[src/rtl/mux_4bit_rr_arbiter_if.sv]
// mux_4bit_rr_arbiter_if: request/output bus of the round-robin arbiter.
interface mux_4bit_rr_arbiter_if #(parameter int DATA_W = 4);
    logic [3:0]        req_valid;
    logic [3:0]        req_ready;
    logic [DATA_W-1:0] data_a;
    logic [DATA_W-1:0] data_b;
    logic [DATA_W-1:0] data_c;
    logic [DATA_W-1:0] data_d;
    logic [1:0]        sel;
    logic              out_valid;
    logic              out_ready;
    logic [DATA_W-1:0] out_data;
    logic [1:0]        out_src;
    modport master (
        output req_valid, data_a, data_b, data_c, data_d, out_ready,
        input  req_ready, sel, out_valid, out_data, out_src
    );
    modport slave (
        input  req_valid, data_a, data_b, data_c, data_d, out_ready,
        output req_ready, sel, out_valid, out_data, out_src
    );
endinterface

[src/rtl/mux_4bit_rr_arbiter.sv]
// mux_4bit_rr_arbiter: round-robin burst arbiter feeding a one-word output register.
// Define MUX_ARB_PRIO_A_EN to give requester a absolute priority.
module mux_4bit_rr_arbiter #(
    parameter int DATA_W    = 4,
    parameter int MAX_BURST = 1
) (
    input  logic                  clk,
    input  logic                  rst,
    mux_4bit_rr_arbiter_if.slave  bus
);
    typedef enum logic {EMPTY, FULL} state_t;
    localparam logic [3:0] MB = 4'(MAX_BURST);
    state_t            r_state, w_state_nxt;
    logic [DATA_W-1:0] r_data, w_data;
    logic [1:0]        r_src, r_last, w_scan, w_win, w_k;
    logic [3:0]        r_cnt, w_cnt_nxt;
    logic              w_can_accept, w_grant, w_hold, w_found, w_prio_a;
`ifdef MUX_ARB_PRIO_A_EN
    assign w_prio_a = bus.req_valid[0];
`else
    assign w_prio_a = 1'b0;
`endif
    assign w_can_accept = (r_state == EMPTY) || bus.out_ready;
    assign w_grant      = w_can_accept && (|bus.req_valid) && !rst;
    // r_cnt==0 means no burst is running yet, so the reset pointer never holds
    assign w_hold = bus.req_valid[r_last] && (r_cnt != 4'd0) && (r_cnt < MB);
    always_comb begin
        w_scan  = r_last;
        w_found = 1'b0;
        w_k     = r_last;
        for (int i = 1; i <= 4; i++) begin
            w_k = r_last + 2'(i);
            if (!w_found && bus.req_valid[w_k]) begin
                w_scan  = w_k;
                w_found = 1'b1;
            end
        end
    end
    assign w_win     = w_prio_a ? 2'd0 : (w_hold ? r_last : w_scan);
    assign w_cnt_nxt = w_prio_a ? 4'd0 :
                       (w_win != r_last) ? 4'd1 :
                       (r_cnt == 4'd15) ? r_cnt : r_cnt + 4'd1;
    assign w_data = (w_win == 2'd0) ? bus.data_a :
                    (w_win == 2'd1) ? bus.data_b :
                    (w_win == 2'd2) ? bus.data_c : bus.data_d;
    assign bus.req_ready = w_grant ? (4'b0001 << w_win) : 4'b0000;
    assign bus.out_valid = (r_state == FULL);
    assign bus.out_data  = r_data;
    assign bus.out_src   = r_src;
    assign bus.sel       = r_src;
    always_comb begin
        w_state_nxt = r_state;
        w_state_nxt = w_grant ? FULL :
                      (r_state == FULL && bus.out_ready) ? EMPTY : r_state;
    end
    always_ff @(posedge clk) begin
        if (rst) r_state <= EMPTY;
        else     r_state <= w_state_nxt;
    end
    always_ff @(posedge clk) begin
        if (rst) begin
            r_data <= '0;
            r_src  <= 2'd0;
            r_last <= 2'd3;
            r_cnt  <= 4'd0;
        end else if (w_grant) begin
            r_data <= w_data;
            r_src  <= w_win;
            r_last <= w_win;
            r_cnt  <= w_cnt_nxt;
        end
    end
endmodule

[src/flat_wrapper.sv]
// flat-port wrapper written by rule: the top's interface ports become plain ports
module mux_4bit_rr_arbiter_flat 
#(
    parameter int DATA_W    = 4,
    parameter int MAX_BURST = 1
)
  (clk, rst, bus_req_valid, bus_data_a, bus_data_b, bus_data_c, bus_data_d, bus_out_ready, bus_req_ready, bus_sel, bus_out_valid, bus_out_data, bus_out_src);
  mux_4bit_rr_arbiter_if #(.DATA_W(DATA_W)) bus_i ();
  input  logic clk;
  input  logic rst;
  input wire logic [$bits(bus_i.req_valid)-1:0] bus_req_valid;
  input wire logic [$bits(bus_i.data_a)-1:0] bus_data_a;
  input wire logic [$bits(bus_i.data_b)-1:0] bus_data_b;
  input wire logic [$bits(bus_i.data_c)-1:0] bus_data_c;
  input wire logic [$bits(bus_i.data_d)-1:0] bus_data_d;
  input wire logic [$bits(bus_i.out_ready)-1:0] bus_out_ready;
  output wire logic [$bits(bus_i.req_ready)-1:0] bus_req_ready;
  output wire logic [$bits(bus_i.sel)-1:0] bus_sel;
  output wire logic [$bits(bus_i.out_valid)-1:0] bus_out_valid;
  output wire logic [$bits(bus_i.out_data)-1:0] bus_out_data;
  output wire logic [$bits(bus_i.out_src)-1:0] bus_out_src;
  assign bus_i.req_valid = bus_req_valid;
  assign bus_i.data_a = bus_data_a;
  assign bus_i.data_b = bus_data_b;
  assign bus_i.data_c = bus_data_c;
  assign bus_i.data_d = bus_data_d;
  assign bus_i.out_ready = bus_out_ready;
  assign bus_req_ready = bus_i.req_ready;
  assign bus_sel = bus_i.sel;
  assign bus_out_valid = bus_i.out_valid;
  assign bus_out_data = bus_i.out_data;
  assign bus_out_src = bus_i.out_src;
  mux_4bit_rr_arbiter #(.DATA_W(DATA_W), .MAX_BURST(MAX_BURST)) u_core (.clk(clk), .rst(rst), .bus(bus_i));
endmodule
[config.mk]
export PLATFORM = sky130hd
export DESIGN_NAME = mux_4bit_rr_arbiter_flat
export DESIGN_NICKNAME = d
export VERILOG_FILES = /design/src/rtl/mux_4bit_rr_arbiter_if.sv /design/src/rtl/mux_4bit_rr_arbiter.sv /design/src/flat_wrapper.sv
export SDC_FILE = /design/constraint.sdc
export NUM_CORES = 1
export LEC_CHECK = 0
export BUFFER_PORTS_ARGS = -buffer_cell sky130_fd_sc_hd__buf_2
export CAP_MARGIN = 20
export CORE_MARGIN = 8
export CORE_UTILIZATION = 45
export CTS_CLUSTER_DIAMETER = 60
export DETAILED_ROUTE_END_ITERATION = 8
export HOLD_SLACK_MARGIN = 0.12
export PLACE_DENSITY = 0.79
export SETUP_SLACK_MARGIN = 0.15
export SLEW_MARGIN = 0
export SYNTH_ARGS = -nofsm -noshare
export SYNTH_HDL_FRONTEND = slang
export SYNTH_SLANG_ARGS = --single-unit
[constraint.sdc]
create_clock -name clk -period 2.15 [get_ports clk]
set_clock_uncertainty 0.2 [all_clocks]
set_input_delay 0.1075 -clock clk [delete_from_list [all_inputs] [get_ports clk]]
set_output_delay 0.1075 -clock clk [all_outputs]
set_load 0.03 [all_outputs]
==> results of run 1 <==
==> worst reg2reg max path: cells and delay by family (launching register included) <==
family	cells	cell delay [ns]
buf+inv	5	0.56
compound gates	4	0.77
simple gates	1	0.29
flops	1	0.36
fa+ha+maj	1	0.16
==> layout make-up <==
type,count,area [um2],area share
clock buffers,4,26.28,0.01359
well taps,30,37.54,0.01942
flip-flops and latches,13,267.8,0.1385
repair buffers,86,645.6,0.3340
inverters,6,25.02,0.01295
multi-input cells,100,930.9,0.4816
==> per-layer routing <==
metal | share of wire | vias up | routed length (um) | track usage
met1 | 0.40 | 658 | 1690 | 0.1909
met4 | 0.024 | 0 | 101 | 0.1172
li1 | - | 645 | - | -
met3 | 0.039 | 10 | 166 | 0.04592
met5 | 0 | - | 0 | 0
met2 | 0.54 | 38 | 2293 | 0.3333
==> worst max path at each step <==
stage | endpoint | slack (ns) | cells after the start
final | bus_req_ready[3] | -0.36 | 8
after global routing | bus_req_ready[3] | -0.44 | 8
after CTS | bus_req_ready[3] | -0.30 | 10
after detailed placement | bus_req_ready[3] | -0.14 | 10
after global placement | bus_req_ready[3] | -0.07 | 10
after floorplan | bus_req_ready[2] | -0.08 | 8
==> synth_stat cells (2+ instances only) <==
library cell	count
and2_1	2
nor2b_1	2
clkbuf_1	3
a211oi_1	5
nand2_1	10
o31ai_2	2
a31oi_1	2
and2b_1	3
o21ai_0	2
a221oi_1	4
nand2b_1	3
a22oi_1	2
a221o_1	3
ha_1	3
dfxtp_1	13
buf_6	3
mux2i_1	8
o21a_1	2
o21bai_1	2
inv_1	5
a21oi_1	8
o31a_1	2
nor3b_1	4
buf_4	2
o211ai_1	2
nor2_1	8
a22o_1	3
nor3_1	2
a211o_1	2
==> repair_timing <==
item / CTS / global route
hold buffers: 14 / 0
buffers inserted: 7 / 7
setup endpoints to repair: 12 / 16
cloned: 0 / 0
resized for setup: 15 / 25
endpoints found under the hold margin: 12 / 0
pin swaps: 4 / 10
==> logic make-up (layout without fill, tap and decap cells) <==
family                   count (synthesis)  in the layout  synth area share
AND/OR/NAND/NOR                         39             39            0.1966
multiplexers                            10             10            0.1063
buffers and inverters                   15             96           0.07999
AO/OA/AOI/OAI                           48             48            0.3451
flip-flops                              13             13            0.2377
adder cells (fa/ha/maj)                  3              3           0.03429
==> registers in the layout (all words and copies together), names as in the netlist <==
| signal | count |
|---|---|
| u_core.bus.out_valid | 1 |
| u_core.bus.out_src | 2 |
| u_core.bus.out_data | 4 |
| u_core.r_cnt | 4 |
| u_core.r_last | 2 |
==> power breakdown <==
part / switching (mW) / internal (mW) / leakage (nW) / total, mW
sequential: 0.0313 / 0.274 / 0.108 / 0.305
clock: 0.0904 / 0.0721 / 0.0150 / 0.162
combinational: 0.376 / 0.390 / 0.749 / 0.766
==> placed cells by master, fill, tap and decap left out, drive strengths merged, types with 2 or more instances in the layout <==
cell | synthesis | routed
o211ai | 2 | 2
o21bai | 2 | 2
o31ai | 3 | 3
mux2i | 10 | 10
o21a | 2 | 2
a22oi | 2 | 2
a211o | 2 | 2
a31oi | 2 | 2
a21oi | 8 | 8
a22o | 4 | 4
nor3 | 2 | 2
a221oi | 4 | 4
a21boi | 2 | 2
nor2 | 8 | 8
nor2b | 2 | 2
nand2b | 3 | 3
o21ai | 2 | 2
and2b | 3 | 3
nor3b | 4 | 4
a211oi | 5 | 5
ha | 3 | 3
a221o | 3 | 3
nand2 | 10 | 10
dlygate4sd3 | 0 | 14
and2 | 2 | 2
inv | 6 | 6
o31a | 2 | 2
buf | 6 | 72
clkbuf | 3 | 4
dfxtp | 13 | 13
==> through the flow <==
stage / power (mW) / std cells / hold WS, ns
4_1_cts: 1.118 / 232 / 0.1795
5_1_grt: 1.286 / 239 / 0.1985
2_1_floorplan: 0.6831 / 128 / 0.08709
3_3_place_gp: 0.8573 / 207 / 0.1791
6_report: 1.234 / 239 / 0.1784
3_5_place_dp: 0.8791 / 207 / 0.1948
==> metrics.md, run 1 <==
| Metric | Value |
|---|---|
| Outcome | `finished, violations left` |
| Failing checks | `setup timing` |
| Layout cell share with drive strength beyond 1 | `0.5359` |
| CP max stage cell | `dfxtp_4` |
| Area after DPL | `roughly 0.0015 mm2` |
| Total grt overflow | `0` |
| CTS HTree Levels | `1` |
| Period utilisation layout | `1.165` |
| Async SR Flop Fraction | `0` |
| # diodes | `0` |
| Setup WS pre-CTS | `-0.1398 ns` |
| Reg2reg path depth | `11` |
| Die ar. | `0.004267 mm2` |
| Final Max Slew Viols | `0` |
| Post-Route WL | `4251 um` |
| Yosys Warn Count | `0` |
| Final core utilization | `0.8097` |
| Post-synth top area cell | `dfxtp_1` |
| Antenna viol nets, final | `0` |
| Worst Hold Endpoint | `u_core.bus.out_data[3]` |
| Gr usage total | `0.1868` |
| Layout area overhead | `76.57%` |
| CTS Root Buffer Type | `clkbuf_4` |
| Initial DRC count | `94` |
| RSZ-0062 raised after global routing | `true` |
| Total number of vias | `1,351` |
| Primary FF master, synth | `dfxtp_1` |
| Cell Chain, Critical Path | `mux2i_2 -> a22o_4 -> o21a_1 -> o211ai_1 -> buf_4 -> nand2b_4 -> nor2_2 -> buf_6` |
| Die Y | `65.33 um` |
| Worst vdd ir | `574.4 uV` |
| Initial antenna violation count | `0` |
| Final setup violation count | `10` |
| Sequential-to-total area share from yosys stat | `0.2377` |
| Cell area after layout | `0.001933 mm2` |
| Vias in the first global route | `~1,400` |
| Startpoint Class | `flip-flop` |
| PwrDens | `638.3 mW/mm2` |
| Num rows | `18` |
| Post-synth EDFFs | `0` |
| Hpwl dp | `2666 um` |
| Post-Syn Area per Cell | `8.553 um2` |
| Post-layout nets | `236` |
| Hold_sp | `bus_data_d[3]` |
| Ranking of synthesized cells by area | `dfxtp_1, mux2i_1, a21oi_1` |
| Initial Util | `0.4586` |
| Worst min-delay path category | `in -> reg` |
| Fill cell count | `158` |
| Critical path buffers and inverters | `2` |
| Final min period | `2.505 ns` |
| FF+latch count, synth | `13` |
| Worst reg2reg path startpoint | `u_core.r_cnt[0]` |
| Vias/cell | `between 5 and 6` |
| Clock Latency Late Sink | `0.28 ns` |
| Pre-antenna DRT Iters | `4` |
| Die X | `65.33 um` |
| Bufs on Longest Clock Path | `2` |
| FMAX | `roughly 400 MHz` |
| Port Buffer Count | `35` |
| DR WL/cell | `17.79 um` |
| TritonCTS buffer count | `3` |
| CP Launch Point | `u_core.r_last[1]` |
| Worst Tran Pin Value | `slightly above 0.5 ns` |
| Worst-path fanout max | `7` |
| Mapped cell area | `~0.0011 mm2` |
| Arr. time, crit path | `2.20 ns` |
| Worst hold path cell count | `5` |
| IO Pins | `36` |
| CP peak stage delay | `0.39 ns` |
| GP Congestion | `0.8041` |
| Largest delay share family, worst path | `compound AO/OA/AOI/OAI gates` |
| Crit path kind | `reg -> out` |
| Core area | `0.002387 mm2` |
| R2R Path End | `u_core.bus.out_data[0]` |
| Syn nets | `154` |
| DRC Markers | `0` |
| Crit end category | `output pin` |
| First-pass GRT wire length | `6430 um` |
| CTS tree | `done` |
| Min setup slack post-route | `-0.3552 ns` |
| Sink Count | `13` |
| Clock Pin Slew Worst Setup and Hold Paths | `around 0.090 ns` |
| Sum Neg Setup Slack | `-2.616 ns` |
| Slew margin rel. | `0.6564` |
| # Max-Cap Violations | `0` |
| Final hold vios | `0` |
| Top cell type's share of synthesized area | `0.2377` |
| Pin count of the biggest net entering global routing | `11` |
| Reg2Reg Setup Slack | `-0.30 ns` |
| Leakage power | `0.8718 nW` |
| Synth Instances | `128` |
| Synth cell types | `between 40 and 50` |
| Worst EP required | `around 1.8 ns` |
(Power assumes the default switching activity.)
==> run 2, diff against run 1 <==
Settings changed: GPL_TIMING_DRIVEN set to 0.
==> metrics.md, run 2 (synthesis results as in run 1) <==
| Metric | Value |
|---|---|
| Post-layout nets | `224` |
| Bufs on Longest Clock Path | `2` |
| Worst-path fanout max | `10` |
| GP Congestion | `0.8557` |
| Initial Util | `0.4586` |
| IO Pins | `36` |
| First-pass GRT wire length | `6120 um` |
| Die Y | `65.33 um` |
| Final min period | `approximately 2.5 ns` |
| Sink Count | `13` |
| Port Buffer Count | `34` |
| Most common cell after layout, fill and taps aside | `buf_2` |
| # Max-Cap Violations | `0` |
| Total grt overflow | `0` |
| Register area | `266.5 um2` |
| Hpwl dp | `2367 um` |
| Worst Tran Pin Value | `0.6930 ns` |
| FMAX | `393.0 MHz` |
| Failing checks | `setup timing` |
| Vias/cell | `5.807` |
| Final Max Slew Viols | `0` |
| Pre-antenna DRT Iters | `4` |
| Leakage power | `0.8020 nW` |
| Sum Neg Setup Slack | `-2.883 ns` |
| CTS Root Buffer Type | `clkbuf_4` |
| Fill cell count | `173` |
| Period utilisation layout | `1.184` |
| Worst vdd ir | `575.0 uV` |
| Worst EP required | `1.84 ns` |
| DR WL/cell | `17.09 um` |
| Layout area overhead | `60.91%` |
| TritonCTS buffer count | `3` |
| Total number of vias | `1,324` |
| Outcome | `finished, violations left` |
| CTS tree | `done` |
| Final setup violation count | `13` |
| Vias in the first global route | `roughly 1,300` |
| Worst min-delay path category | `in -> reg` |
| Gr usage total | `0.1752` |
| Crit path kind | `reg -> out` |
| Core area | `0.002387 mm2` |
| Commonest non-fill, non-tap cells in the layout | `buf_2, buf_4, dlygate4sd3_1` |
| Antenna viol nets, final | `0` |
| Die X | `65.33 um` |
| Initial DRC count | `76` |
| Clock Pin Slew Worst Setup and Hold Paths | `0.08 ns` |
| Final hold vios | `0` |
| Die ar. | `0.004267 mm2` |
| Worst hold slack | `0.1890 ns` |
| Area of the multi-input gates | `864.6 um2` |
| Post-Route WL | `3897 um` |
| PwrDens | `642.2 mW/mm2` |
| Clock Latency Late Sink | `0.27 ns` |
| Pin count of the biggest net entering global routing | `11` |
| Layout cell share with drive strength beyond 1 | `0.4467` |
| DRC Markers | `0` |
| Crit end category | `output pin` |
| Min setup slack post-route | `-0.3945 ns` |
| RSZ-0062 raised after global routing | `true` |
| Arr. time, crit path | `2.24 ns` |
| Startpoint Class | `flip-flop` |
| Num rows | `18` |
| Slew margin rel. | `0.5352` |
| CTS HTree Levels | `1` |
| Initial antenna violation count | `0` |
run 2: final timing paths:
| kind | cells after the start | slack (ns) | endpoint | from |
|---|---|---|---|---|
| max | 9 | -0.39 | bus_req_ready[3] | u_core.r_last[0] |
| min | 4 | 0.19 | u_core.bus.out_data[0] | bus_data_c[0] |
| max reg2reg | 10 | -0.24 | u_core.bus.out_data[3] | u_core.r_cnt[0] |
| min reg2reg | 1 | 0.28 | u_core.bus.out_data[0] | u_core.bus.out_data[0] |
run 2: repair_timing:
| action | in CTS | in global routing |
|---|---|---|
| hold buffers | 12 | 0 |
| setup endpoints to repair | 15 | 16 |
| setup buffers | 16 | 3 |
| endpoints found under the hold margin | 6 | 0 |
| pin swaps | 4 | 6 |
| resized for setup | 15 | 5 |
run 2: per-layer routing:
layer,global-route usage,up-vias,wire (um)
li1,-,623,-
met4,0.08447,0,68
met1,0.1850,644,1542
met3,0.04082,8,233
met2,0.3186,49,2053
met5,0,-,0
run 2: layout make-up:
type / count / share of cell area
Multi-Input combinational cell: 100 / 0.4908
Timing Repair Buffer: 65 / 0.2692
Clock buffer: 4 / 0.01491
Tap cell: 30 / 0.02131
Inverter: 6 / 0.01420
Sequential cell: 13 / 0.1513
Buffer: 9 / 0.03693
Antenna cell: 1 / 0.001420
run 2: critical path, stage by stage (launching register included):
cell	delay (ns)
dfxtp_1	0.32
buf_6	0.15
nor3b_4	0.16
a22o_4	0.28
o21a_1	0.21
o211ai_1	0.36
buf_4	0.20
nand2b_4	0.12
nor2_2	0.04
buf_6	0.13
run 2: through the flow:
step                setup WS [ns]  cell area, um2  std cells    util  power, mW
floorplan                -0.07648            1162        128       -     0.6831
finish                    -0.3945            1762        228  0.7379      1.131
detailed placement        -0.4234            1370        192  0.5739     0.8049
CTS                       -0.3046            1697        224  0.7107      1.065
global route              -0.5126            1759        227  0.7369      1.191
global placement          -0.3812            1370        192  0.5739     0.7875
run 2: power by group:
group          switching, mW  total [mW]  internal (mW)
registers             0.0206       0.292          0.271
logic                  0.357       0.692          0.335
clock network         0.0759       0.148         0.0717
==> run 3, diff against run 2 <==
Settings changed: ABC_AREA set to 1, CORE_UTILIZATION 45 to 47, PLACE_DENSITY 0.79 to 0.8.
==> metrics.md, run 3 <==
| Metric | Value |
|---|---|
| Outcome | `finished, violations left` |
| Failing checks | `setup timing` |
| CTS Root Buffer Type | `clkbuf_4` |
| Bufs on Longest Clock Path | `2` |
| # Max-Cap Violations | `0` |
| Arr. time, crit path | `2.35 ns` |
| Worst path most repeated cell | `nand2_2` |
| Yosys Warn Count | `0` |
| Pre-antenna DRT Iters | `4` |
| Hpwl dp | `2493 um` |
| Fill cell count | `117` |
| Mapped cell area | `around 0.0012 mm2` |
| Crit end category | `flip-flop` |
| CP max stage cell | `dfxtp_4` |
| Post-synth top area cell | `dfxtp_1` |
| Final setup violation count | `12` |
| Syn nets | `between 200 and 250` |
| FMAX | `414.8 MHz` |
| Total number of vias | `1,836` |
| Commonest non-fill, non-tap cells in the layout | `nand2_1, buf_2, buf_4` |
| Worst-path fanout max | `7` |
| Total grt overflow | `0` |
| Period utilisation layout | `1.121` |
| DR WL/cell | `19.76 um` |
| Crit. path cell count | `17` |
| Final Max Slew Viols | `0` |
| Post-Route WL | `6145 um` |
| Sink Count | `13` |
| Slew margin rel. | `0.5835` |
| Register area | `266.5 um2` |
| Cell Chain, Critical Path | `buf_6 -> nand2_2 -> nand2_1 -> nand2_2 -> o21ai_4 -> buf_4 -> buf_4 -> nand2_2 -> nand3_2 -> nand2_4 -> buf_6 -> buf_6 -> nand3_2 -> nand3_2 -> nand2_2 -> nand2_2 -> a21oi_2` |
| Clock Latency Late Sink | `0.28 ns` |
| Sum Neg Setup Slack | `-1.984 ns` |
| Antenna viol nets, final | `0` |
| Most common cell after layout, fill and taps aside | `nand2_1` |
| Gr usage total | `0.2001` |
| Layout area overhead | `76.88%` |
| Synth cell types | `30` |
| Top cell type's share of synthesized area | `0.2090` |
| First-pass GRT wire length | `7079 um` |
| Final min period | `2.411 ns` |
| Area of the multi-input gates | `0.001081 mm2` |
| Clock Pin Slew Worst Setup and Hold Paths | `approximately 0.08 ns` |
| Die ar. | `0.004552 mm2` |
| FF+latch count, synth | `13` |
| DRC Markers | `0` |
| TritonCTS buffer count | `3` |
| Die X | `a little under 70 um` |
| Startpoint Class | `flip-flop` |
| Min setup slack post-route | `-0.2611 ns` |
| Async SR Flop Fraction | `0` |
| Vias in the first global route | `1,557` |
| Sequential-to-total area share from yosys stat | `0.2090` |
| Worst hold path cell count | `7` |
| Port Buffer Count | `35` |
| Worst EP required | `2.09 ns` |
| Worst min-delay path category | `in -> reg` |
| Initial DRC count | `198` |
| CTS tree | `done` |
| Pin count of the biggest net entering global routing | `11` |
| Most common cell in the netlist | `nand2_1` |
| Vias/cell | `5.904` |
| Die Y | `67.47 um` |
| Post-Syn Area per Cell | `6.352 um2` |
| IO Pins | `36` |
| Largest delay share family, worst path | `simple AND/OR/NAND/NOR gates` |
| Num rows | `18` |
| Layout cell share with drive strength beyond 1 | `0.5376` |
| CTS HTree Levels | `1` |
| Initial antenna violation count | `1` |
| Crit path kind | `reg -> reg` |
| Initial Util | `0.4980` |
| Top post-synthesis cells by count | `nand2_1, nand3_1, inv_1` |
| Final hold vios | `0` |
| Reg2reg path depth | `17` |
| Critical path buffers and inverters | `5` |
| Core area | `approximately 0.0025 mm2` |
| GP Congestion | `0.8789` |
| Post-layout nets | `approximately 310` |
| Synth Instances | `196` |
| Post-synth EDFFs | `0` |
| Worst Tran Pin Value | `0.6247 ns` |
| Primary FF master, synth | `dfxtp_1` |
| RSZ-0062 raised after global routing | `true` |
| Ranking of synthesized cells by area | `dfxtp_1, nand2_1, nand3_1` |
| CP peak stage delay | `0.38 ns` |
==> run 3: changes by cell type in the layout (fill, tap and decap cells not counted), sizes merged, moves of 4 or more <==
cell    delta
nand2     +69
nand3     +24
inv       +18
buf       +11
mux2i     -10
o21ai      +7
a211oi     -5
a21oi      +5
a221oi     -4
a22o       -4
nor3b      -4
==> run 3: layer usage <==
layer,part of all wire,GRT usage,vias up
li1,-,-,793
met1,0.35,0.2287,847
met2,0.50,0.3337,132
met3,0.061,0.02980,64
met4,0.090,0.1410,0
met5,0,0,-
==> run 3: final cells by class <==
type | count | area share
Tap cell | 30 | 0.01705
Clock buffer | 4 | 0.01193
Sequential cell | 13 | 0.1210
Antenna cell | 2 | 0.002273
Inverter | 25 | 0.05739
Buffer | 7 | 0.02955
Timing Repair Buffer | 79 | 0.2699
Multi-Input combinational cell | 151 | 0.4909
==> run 3: cell families after synthesis <==
| logic type | after synthesis | synth area share |
|---|---|---|
| adders and majority gates | 3 | 0.03015 |
| buffers and inverters | 32 | 0.1276 |
| xor gates and xnor gates | 1 | 0.007036 |
| DFF | 13 | 0.2090 |
| AOI/OAI and AO/OA | 22 | 0.1065 |
| and+or+nand+nor | 125 | 0.5196 |
==> run 3: through the flow <==
step / worst slack (ns) / hold slack (ns) / cells / area (um2) / util
after global placement: -0.02586 / 0.2228 / 261 / 1468 / 0.5871
after detailed placement: -0.05761 / 0.2277 / 261 / 1468 / 0.5871
after global routing: -0.3801 / 0.2174 / 310 / 2200 / 0.8799
after floorplan: 0.08099 / 0.08273 / 196 / 1255 / -
after CTS: -0.1240 / 0.1475 / 295 / 1864 / 0.7457
final: -0.2611 / 0.1678 / 311 / 2202 / 0.8809
==> run 3: path summary, 6_finish.rpt <==
kind | to | slack (ns) | start
setup reg to reg | u_core.bus.out_data[0] | -0.26 | u_core.r_last[0]
hold / removal | u_core.bus.out_data[1] | 0.17 | bus_data_c[1]
hold reg to reg | u_core.bus.out_data[2] | 0.27 | u_core.bus.out_data[2]
setup / recovery | u_core.bus.out_data[0] | -0.26 | u_core.r_last[0]
==> run 3: worst min-delay path: stages <==
cell	delay [ns]
buf_2	0.09
inv_1	0.04
nand3_1	0.09
nand3_2	0.09
nand2_1	0.06
nand2_1	0.07
a21oi_2	0.05
==> run 3: timing repair <==
| item | 4_1_cts | 5_1_grt |
|---|---|---|
| pin swaps | 18 | 25 |
| hold buffers | 15 | 0 |
| setup endpoints to repair | 13 | 15 |
| gates cloned | 0 | 0 |
| gates resized for setup | 32 | 54 |
| hold endpoints to repair | 7 | 0 |
| buffers inserted | 15 | 14 |
Power of run 3 is left out: the tool's default activity adds up to more than one toggle a clock period on the data nets, which glitch-free logic cannot reach.
